## config.mk

```make
export PLATFORM = sky130hd
export DESIGN_NAME = clock_div_bank
export DESIGN_NICKNAME = d
export VERILOG_FILES = /design/src/rtl/clock_div_pkg.sv /design/src/rtl/clock_div_chan.sv /design/src/rtl/clock_div_bank.sv
export SDC_FILE = /design/constraint.sdc
export NUM_CORES = 1
export LEC_CHECK = 0
export ABC_CLOCK_PERIOD_IN_PS = 5300
export CORE_ASPECT_RATIO = 1.1
export CORE_MARGIN = 2
export CORE_UTILIZATION = 40
export DETAILED_ROUTE_END_ITERATION = 8
export GPL_TIMING_DRIVEN = 0
export PLACE_DENSITY = 0.6
export SLEW_MARGIN = 20
export SYNTH_ARGS = -nofsm -noshare
export SYNTH_HDL_FRONTEND = slang
export SYNTH_SLANG_ARGS = --single-unit
```

## constraint.sdc

```tcl
create_clock -name CLK -period 5.3 [get_ports CLK]
set_clock_uncertainty 0.05 [all_clocks]
set_input_delay 0.53 -clock CLK [delete_from_list [all_inputs] [get_ports CLK]]
set_output_delay 0.53 -clock CLK [all_outputs]
set_load 0.01 [all_outputs]
```

## src/rtl/clock_div_pkg.sv

```systemverilog
// ----------------------------------------------------------------------------
// clock_div_pkg : shared constants, state encoding and divisor clamp
// Rev 1.0
// ----------------------------------------------------------------------------
`default_nettype none

package clock_div_pkg;

  localparam int MIN_DIV = 2;

  localparam logic [1:0] IDLE  = 2'd0;
  localparam logic [1:0] RUN   = 2'd1;
  localparam logic [1:0] DRAIN = 2'd2;

  // Divisors below MIN_DIV cannot produce a high and a low phase
  function automatic logic [31:0] clamp_div(input logic [31:0] n);
    return (n < 32'(MIN_DIV)) ? 32'(MIN_DIV) : n;
  endfunction

endpackage

`default_nettype wire

```

## src/rtl/clock_div_chan.sv

```systemverilog
// ----------------------------------------------------------------------------
// clock_div_chan : one reloadable divider channel with clean start/stop
// Rev 1.0
// ----------------------------------------------------------------------------
`default_nettype none

module clock_div_chan
  import clock_div_pkg::*;
#(
  parameter int SIZE      = 8,
  parameter int DEFAULT_N = 6
) (
  input  logic            CLK,
  input  logic            RESET,
  input  logic [SIZE-1:0] DIV_N,
  input  logic            DIV_LOAD,
  input  logic            DIV_EN,
  output logic            CLK_OUT,
  output logic            TICK,
  output logic            PENDING
);

  logic [1:0]      state_q,   state_d;
  logic [SIZE-1:0] cnt_q,     cnt_d;
  logic [SIZE-1:0] cur_n_q,   cur_n_d;
  logic [SIZE-1:0] pend_n_q,  pend_n_d;
  logic            pending_q, pending_d;
  logic            clk_out_q, clk_out_d;
  logic            tick_q,    tick_d;

  logic            active;
  logic            wrap;
  logic [SIZE-1:0] clamp_n;

  assign active  = (state_q == RUN) || (state_q == DRAIN);
  assign wrap    = active && (cnt_q == cur_n_q - SIZE'(1));
  assign clamp_n = SIZE'(clamp_div(32'(DIV_N)));

  always_comb begin
    state_d   = state_q;
    cnt_d     = cnt_q;
    cur_n_d   = cur_n_q;
    pend_n_d  = pend_n_q;
    pending_d = pending_q;
    clk_out_d = active && (cnt_q < (cur_n_q >> 1));
    tick_d    = active && (cnt_q == '0);

    case (state_q)
      IDLE: begin
        cnt_d = '0;
        if (DIV_EN) state_d = RUN;
      end
      RUN: begin
        if (!DIV_EN) state_d = DRAIN;
      end
      DRAIN: begin
        // Re-enable wins over the wrap so a restart never leaves a gap
        if (DIV_EN)    state_d = RUN;
        else if (wrap) state_d = IDLE;
      end
      default: state_d = IDLE;
    endcase

    if (active) cnt_d = wrap ? '0 : cnt_q + SIZE'(1);

    // New divisors only take effect at a period boundary while running
    if (!active) begin
      if (DIV_LOAD) cur_n_d = clamp_n;
    end else if (wrap) begin
      if (DIV_LOAD) begin
        cur_n_d   = clamp_n;
        pending_d = 1'b0;
      end else if (pending_q) begin
        cur_n_d   = pend_n_q;
        pending_d = 1'b0;
      end
    end else if (DIV_LOAD) begin
      pend_n_d  = clamp_n;
      pending_d = 1'b1;
    end
  end

  always_ff @(posedge CLK or posedge RESET) begin
    if (RESET) begin
      state_q   <= IDLE;
      cnt_q     <= '0;
      cur_n_q   <= SIZE'(DEFAULT_N);
      pend_n_q  <= SIZE'(DEFAULT_N);
      pending_q <= 1'b0;
      clk_out_q <= 1'b0;
      tick_q    <= 1'b0;
    end else begin
      state_q   <= state_d;
      cnt_q     <= cnt_d;
      cur_n_q   <= cur_n_d;
      pend_n_q  <= pend_n_d;
      pending_q <= pending_d;
      clk_out_q <= clk_out_d;
      tick_q    <= tick_d;
    end
  end

  assign CLK_OUT = clk_out_q;
  assign TICK    = tick_q;
  assign PENDING = pending_q;

endmodule

`default_nettype wire

```

## src/rtl/clock_div_bank.sv

```systemverilog
// ----------------------------------------------------------------------------
// clock_div_bank : CHANNELS independent programmable clock dividers
// Rev 1.0
// ----------------------------------------------------------------------------
`default_nettype none

module clock_div_bank
  import clock_div_pkg::*;
#(
  parameter int CHANNELS  = 2,
  parameter int SIZE      = 8,
  parameter int DEFAULT_N = 6
) (
  input  logic                     CLK,
  input  logic                     RESET,
  input  logic [CHANNELS*SIZE-1:0] DIV_N,
  input  logic [CHANNELS-1:0]      DIV_LOAD,
  input  logic [CHANNELS-1:0]      DIV_EN,
  output logic [CHANNELS-1:0]      CLK_OUT,
  output logic [CHANNELS-1:0]      TICK,
  output logic [CHANNELS-1:0]      PENDING
);

  for (genvar c = 0; c < CHANNELS; c++) begin : g_chan
    clock_div_chan #(
      .SIZE      (SIZE),
      .DEFAULT_N (DEFAULT_N)
    ) u_chan (
      .CLK      (CLK),
      .RESET    (RESET),
      .DIV_N    (DIV_N[c*SIZE +: SIZE]),
      .DIV_LOAD (DIV_LOAD[c]),
      .DIV_EN   (DIV_EN[c]),
      .CLK_OUT  (CLK_OUT[c]),
      .TICK     (TICK[c]),
      .PENDING  (PENDING[c])
    );
  end

endmodule

`default_nettype wire

```

## Word level (Yosys, flattened, before mapping)

Index checks and enable logic that the tools add are counted.

- Flip-flop bits (word level): 58
- Output and inout bits: 6
- Logic and storage cells: 98

- Add/subtract/negate cells: 4
- Magnitude comparators: 4
- Eq/ne operators: 16
- Multiplexer cells: 32
- Bitwise gates (word level): 2
- Reduce and logical (&&, ||, !) cells: 26

Operators by type and width:

| cell | number |
|---|---|
| $mux W8 | 18 |
| $reduce_and A3 Y1 | 6 |
| $add A8 B1 Y8 const B | 2 |
| $eq A8 B8 Y1 | 2 |
| $logic_not A8 Y1 | 2 |
| $lt A8 B2 Y1 const B | 2 |
| $lt A8 B7 Y1 | 2 |
| $mux W2 | 8 |
| $sub A8 B1 Y8 const B | 2 |
| $ne A2 B2 Y1 const B | 6 |
| $ne A3 B2 Y1 const B | 4 |
| $pmux W2 S3 | 2 |
| $reduce_bool A2 Y1 | 6 |
| $logic_and A1 B1 Y1 | 6 |
| $eq A2 B1 Y1 const B | 2 |
| $eq A2 B2 Y1 const B | 2 |
| $logic_not A2 Y1 | 2 |
| $mux W1 | 4 |
| $reduce_and A2 Y1 | 2 |
| $logic_or A1 B1 Y1 | 2 |
| $not A1 Y1 | 2 |

## Logic depth before layout (Yosys ltp)

- Word-level depth: 6
- Depth in mapped cells: 10

## Cells and area by module

A second synthesis with hierarchy kept.

- Cells, all modules: 378
- Area total of the unflattened synthesis: 3916.3 um^2

Modules (own cells, without submodules):

| module | times used | cells each | area each (um^2) | sequential area each (um^2) |
|---|---|---|---|---|
| clock_div_chan (g_chan[0].u_chan) | 1 | 185 | 1963.1 | 730.7 |
| clock_div_chan (g_chan[1].u_chan) | 1 | 193 | 1953.1 | 730.7 |

## Worst setup path before layout

OpenSTA, ideal clock, no wires.

- Kind: register -> register
- Start point: register g_chan[1].u_chan.cur_n_q[1]
- End point: register g_chan[1].u_chan.pend_n_q[3]
- Library setup time: 125 ps
- Arrival: 2347 ps
- Data required time: 5125 ps
- Path slack: 2778 ps
- Stages on the path, launching flop included: 11
- Path buffers: 2
- Period minus slack after synthesis: 2522 ps
- Cells stage by stage: dfstp_2 -> inv_1 -> ha_1 -> buf_1 -> o21bai_1 -> a2111oi_0 -> a311oi_1 -> a21o_2 -> and3_1 -> buf_6 -> mux2_2

- Cells in the longest elaborated chain, start to end: 5

RTL lines:

| what | line | text |
|---|---|---|
| from (decl) | clock_div_chan.sv:25 | `logic [SIZE-1:0] cur_n_q, cur_n_d;` |
| from (signal assigned) | clock_div_chan.sv:87 | `cur_n_q <= SIZE'(DEFAULT_N);` |
| from (signal assigned) | clock_div_chan.sv:95 | `cur_n_q <= cur_n_d;` |
| $sub A8 B1 Y8 | clock_div_chan.sv:36 | `assign wrap = active && (cnt_q == cur_n_q - SIZE'(1));` |
| $eq A8 B8 Y1 | clock_div_chan.sv:36 |  |
| $logic_and A1 B1 Y1 | clock_div_chan.sv:36 |  |
| $not A1 Y1 (no source line) | - |  |
| $reduce_and A3 Y1 (no source line) | - |  |
| to (signal assigned) | clock_div_chan.sv:88 | `pend_n_q <= SIZE'(DEFAULT_N);` |
| to (signal assigned) | clock_div_chan.sv:96 | `pend_n_q <= pend_n_d;` |
| to (decl) | clock_div_chan.sv:26 | `logic [SIZE-1:0] pend_n_q, pend_n_d;` |

Every way passes these cells.
A chain may end at the register's enable or synchronous reset.

## Final worst setup path

- Start point: register g_chan[1].u_chan.cur_n_q[1]
- End point: register g_chan[1].u_chan.state_q[1]

- Cells in the longest elaborated chain, start to end: 5

RTL lines:

| what | line | text |
|---|---|---|
| $sub A8 B1 Y8 | clock_div_chan.sv:36 |  |
| $eq A8 B8 Y1 | clock_div_chan.sv:36 |  |
| $logic_and A1 B1 Y1 | clock_div_chan.sv:36 |  |
| $ne A3 B2 Y1 (no source line) | - |  |
| $reduce_and A3 Y1 (no source line) | - |  |
| to (signal assigned) | clock_div_chan.sv:93 | `state_q <= state_d;` |
| to (decl) | clock_div_chan.sv:23 | `logic [1:0] state_q, state_d;` |

Every way passes these cells.

==> flow_summary.rst <==
.. list-table::
   :header-rows: 1

   * - Metric
     - Value
   * - Sequential cell fraction of total power
     - a little under a third
   * - Grt total ovfl
     - 0
   * - Number of core rows
     - 37
   * - Num CTS Buffers
     - 9
   * - Sum Neg Setup Slack
     - 0 ns
   * - Number of setup buffers added after CTS
     - 0
   * - Most common cell after layout, fill and taps aside
     - sky130_fd_sc_hd__dfrtp_1
   * - Via count
     - 2894
   * - H-tree depth
     - 3
   * - Post-Synthesis Mean Instance Area
     - 10.1 um2
   * - Number of synthesized flops with an enable pin
     - 0
   * - Leakage component of the power
     - ~2.1 nW
   * - Switching Power
     - 0.00105 W
   * - Number of buffers inserted for hold repair after clock tree synthesis
     - 0
   * - Post-CTS sizing
     - 0
   * - Filler cells
     - 869
   * - # setup viols final
     - 0
   * - Final worst-path cycle share
     - 53.1%
   * - Root Buffer
     - sky130_fd_sc_hd__clkbuf_8
   * - Clock sink count
     - 58
   * - Most frequent cells in the layout
     - sky130_fd_sc_hd__dfrtp_1, sky130_fd_sc_hd__inv_1, sky130_fd_sc_hd__mux2i_1
   * - Maximum root-to-sink buffer count
     - 2
   * - Post-synthesis register bit count
     - 58
   * - Hold WS
     - approximately 0.42 ns
   * - Final weighted congestion in routability-driven placement
     - between 0.7 and 0.8
   * - Critical path required time
     - 5.47 ns
   * - Number of antenna violations at the first check in global routing
     - 0
   * - Die outline width
     - 97.1 um
   * - Area of the multi-input gates
     - 2130 um2
   * - Area taken by flip-flops and latches
     - between 1000 and 1500 um2
   * - Seq/Total Area, Yosys
     - 38.3%
   * - Remaining max-slew budget at the tightest pin
     - 40.6%
   * - Clk pin slew, worst setup/hold paths
     - 0.07 ns
   * - Pwr Total
     - ~0.0027 W
   * - CTS tree
     - yes
   * - Switching Fraction
     - 39.2%
   * - Chip height
     - approximately 110 um
   * - Largest fanout on the critical path
     - 7
   * - Net Count, Synth
     - 427
   * - Detail Route Antenna Nets
     - 0
   * - Outcome
     - finished, final reports clean
   * - Post-layout net count
     - 466
   * - Post-route DRC
     - 0
   * - Aggregate global-route resource usage
     - roughly 16%
   * - Overall die area
     - 10300 um2
   * - Worst setup path start
     - g_chan[1].u_chan.cur_n_q[1]$_DFFE_PP1P_
   * - Slew Limit Fails
     - 0
   * - Overall routed net length
     - 7.86 mm
   * - Share of final-layout standard cells stronger than drive strength 1
     - about 14%
   * - Gate Count Post-Synth
     - 377
   * - RR Startpoint
     - g_chan[1].u_chan.cur_n_q[1]$_DFFE_PP1P_
   * - Fin. Hold Viols
     - 0
   * - Area growth syn-to-layout
     - 18.2%
   * - Wire length of the first global-routing pass
     - around 13 mm
   * - Number of DRC markers after the initial detailed-route iteration
     - 64
   * - Final HPWL from detailed placement
     - between 5 and 6 mm
   * - Setup repair after global routing missed its margin
     - no
   * - YS warnings
     - 0
   * - Post-detailed-placement cell area
     - 4250 um2
   * - Dominant synthesized flop cell
     - sky130_fd_sc_hd__dfrtp_1
   * - Starting Density
     - approximately 41%
   * - CORE AREA
     - just over 9000 um2
   * - Number of top-level pins
     - 28
   * - Number of global-route vias before repair
     - 2868
   * - Netlist Area Pre-Place
     - 3810 um2
   * - Pwr dens
     - 596 nW/um2
   * - Critical path class
     - register to register
   * - Highest ir drop seen on vdd
     - between 0.3 and 0.4 mV
   * - Worst Hold Class
     - primary input to asynchronous set/reset pin
   * - CP Capture Type
     - register
   * - Combinational group share of total power
     - 49.9%
   * - Diode insertion count for antenna repair
     - 0
   * - Detail-routed via count per cell
     - roughly 5.4
   * - Tightest Pin Transition
     - about 0.89 ns
   * - Startpoint types
     - register
   * - Routed length per instance
     - 14.6 um
   * - Max-cap check violation count
     - 0
   * - Maximum number of pins on one net before global-route repair
     - 42
   * - Detailed-router iteration count before antenna repair
     - 4
   * - Internal Pwr Total
     - between 0.0015 and 0.002 W
   * - Top achievable clock speed
     - 355 MHz
   * - Design area
     - 4500 um2
   * - # port buffers
     - 27
   * - Number of distinct library cells after synthesis
     - 59
   * - Worst-Skew Late Latency
     - 0.34 ns
   * - Period minus WS final
     - ~2.8 ns
   * - Relative contribution of the clock network to total power
     - 19.4%
   * - Synth async-reset ratio
     - 100%
   * - Signal arrival time at the worst endpoint
     - 2.99 ns
Yosys cell counts (3+ instances only):
library cell	n	area share (%)
sky130_fd_sc_hd__a21o_1	7	1.4
sky130_fd_sc_hd__nand4_1	6	0.99
sky130_fd_sc_hd__mux2i_1	31	8.1
sky130_fd_sc_hd__nor2_1	18	1.8
sky130_fd_sc_hd__o21ai_0	9	1.2
sky130_fd_sc_hd__dfrtp_1	50	33
sky130_fd_sc_hd__o22ai_1	3	0.49
sky130_fd_sc_hd__and3_1	3	0.49
sky130_fd_sc_hd__clkbuf_1	3	0.30
sky130_fd_sc_hd__buf_4	6	1.2
sky130_fd_sc_hd__nor3_1	7	0.92
sky130_fd_sc_hd__inv_1	34	3.3
sky130_fd_sc_hd__nand2_1	24	2.4
sky130_fd_sc_hd__ha_1	28	9.2
sky130_fd_sc_hd__buf_1	3	0.30
sky130_fd_sc_hd__nor2b_1	4	0.66
sky130_fd_sc_hd__a2111oi_0	3	0.69
sky130_fd_sc_hd__nor4_1	6	0.99
sky130_fd_sc_hd__xor2_1	13	3.0
sky130_fd_sc_hd__xnor2_1	11	2.5
sky130_fd_sc_hd__or4_1	3	0.59
sky130_fd_sc_hd__o21a_1	3	0.59
sky130_fd_sc_hd__nand2b_1	10	1.6
sky130_fd_sc_hd__nand3_1	7	0.92
sky130_fd_sc_hd__mux2_2	15	4.4
sky130_fd_sc_hd__a21oi_1	23	3.0
sky130_fd_sc_hd__dfstp_2	8	5.5
metrics by stage:
step	setup WS (ns)	instances	util (%)
floorplan	2.78	377	-
finish	2.48	538	48.4
detailed placement	2.50	522	45.7
global route	2.11	538	48.4
global placement	2.14	521	45.4
CTS	2.47	538	48.4
sequential cells by signal, summed over array words and instances (netlist names):
| signal | count |
|---|---|
| g_chan.u_chan.CLK_OUT | 2 |
| g_chan.u_chan.PENDING | 2 |
| g_chan.u_chan.TICK | 2 |
| g_chan.u_chan.cnt_q | 16 |
| g_chan.u_chan.cur_n_q | 16 |
| g_chan.u_chan.pend_n_q | 16 |
| g_chan.u_chan.state_q | 4 |
area by class of cell:
| cell class | count | area share [%] |
|---|---|---|
| Inverter | 35 | 2.97 |
| Clock buffer | 12 | 3.45 |
| Sequential cell | 58 | 32.5 |
| Clock inverter | 4 | 2.17 |
| Multi-Input combinational cell | 270 | 47.3 |
| Timing Repair Buffer | 28 | 6.45 |
| Tap cell | 117 | 3.25 |
| Buffer | 14 | 2.00 |
worst max-delay path, stage by stage, from the launching register on:
cell,delay [ns]
sky130_fd_sc_hd__dfstp_2,0.60
sky130_fd_sc_hd__inv_1,0.07
sky130_fd_sc_hd__ha_1,0.17
sky130_fd_sc_hd__buf_1,0.18
sky130_fd_sc_hd__o21bai_1,0.19
sky130_fd_sc_hd__a2111oi_0,0.45
sky130_fd_sc_hd__a311oi_1,0.12
sky130_fd_sc_hd__a21oi_1,0.41
sky130_fd_sc_hd__a31oi_1,0.17
sky130_fd_sc_hd__mux2_2,0.30
cell families (layout without fill, tap and decap cells):
| kind of cell | Yosys count | after routing | share of synthesized area, % |
|---|---|---|---|
| AND/OR/NAND/NOR | 102 | 102 | 14.9 |
| adder cells (fa/ha/maj) | 28 | 28 | 9.19 |
| AO/OA/AOI/OAI | 68 | 68 | 12.6 |
| XOR/XNOR | 25 | 25 | 6.11 |
| buffers and inverters | 49 | 93 | 5.81 |
| multiplexers | 47 | 47 | 13.0 |
| flip-flops | 58 | 58 | 38.3 |
routing by layer:
metal / vias to the layer above / wire length (um) / global-route usage [%] / part of all wire (%)
li1: 1414 / - / - / -
met1: 1435 / 3380 / 17.3 / 43
met2: 33 / 4120 / 29.9 / 52
met3: 12 / 241 / 4.40 / 3.1
met4: 0 / 112 / 5.53 / 1.4
met5: - / 0 / 0 / 0
final timing paths:
check | endpoint | slack, ns | cells after the start
min | g_chan[0].u_chan.pend_n_q[4]$_DFFE_PP0P_ | 0.42 | 2
max | g_chan[1].u_chan.state_q[1]$_DFFE_PP0P_ | 2.48 | 9
max in group asynchronous | g_chan[1].u_chan.pend_n_q[1]$_DFFE_PP1P_ | 4.22 | 3
min in group CLK | g_chan[0].u_chan.pend_n_q[1]$_DFFE_PP1P_ | 0.42 | 2
max reg2reg | g_chan[1].u_chan.state_q[1]$_DFFE_PP0P_ | 2.48 | 9
min reg2reg | g_chan[0].u_chan.pend_n_q[1]$_DFFE_PP1P_ | 0.42 | 2
power by group through the flow:
| stage | logic [W] | clock network (W) | registers, W |
|---|---|---|---|
| 6_report | 0.00134 | 0.000520 | 0.000823 |
| 5_1_grt | 0.00150 | 0.000554 | 0.000852 |
| 4_1_cts | 0.00136 | 0.000535 | 0.000824 |
| 3_5_place_dp | 0.00135 | 0 | 0.000830 |
| 3_3_place_gp | 0.00131 | 0 | 0.000826 |
| 2_1_floorplan | 0.00108 | 0 | 0.000781 |
(Power assumes the default switching activity.)
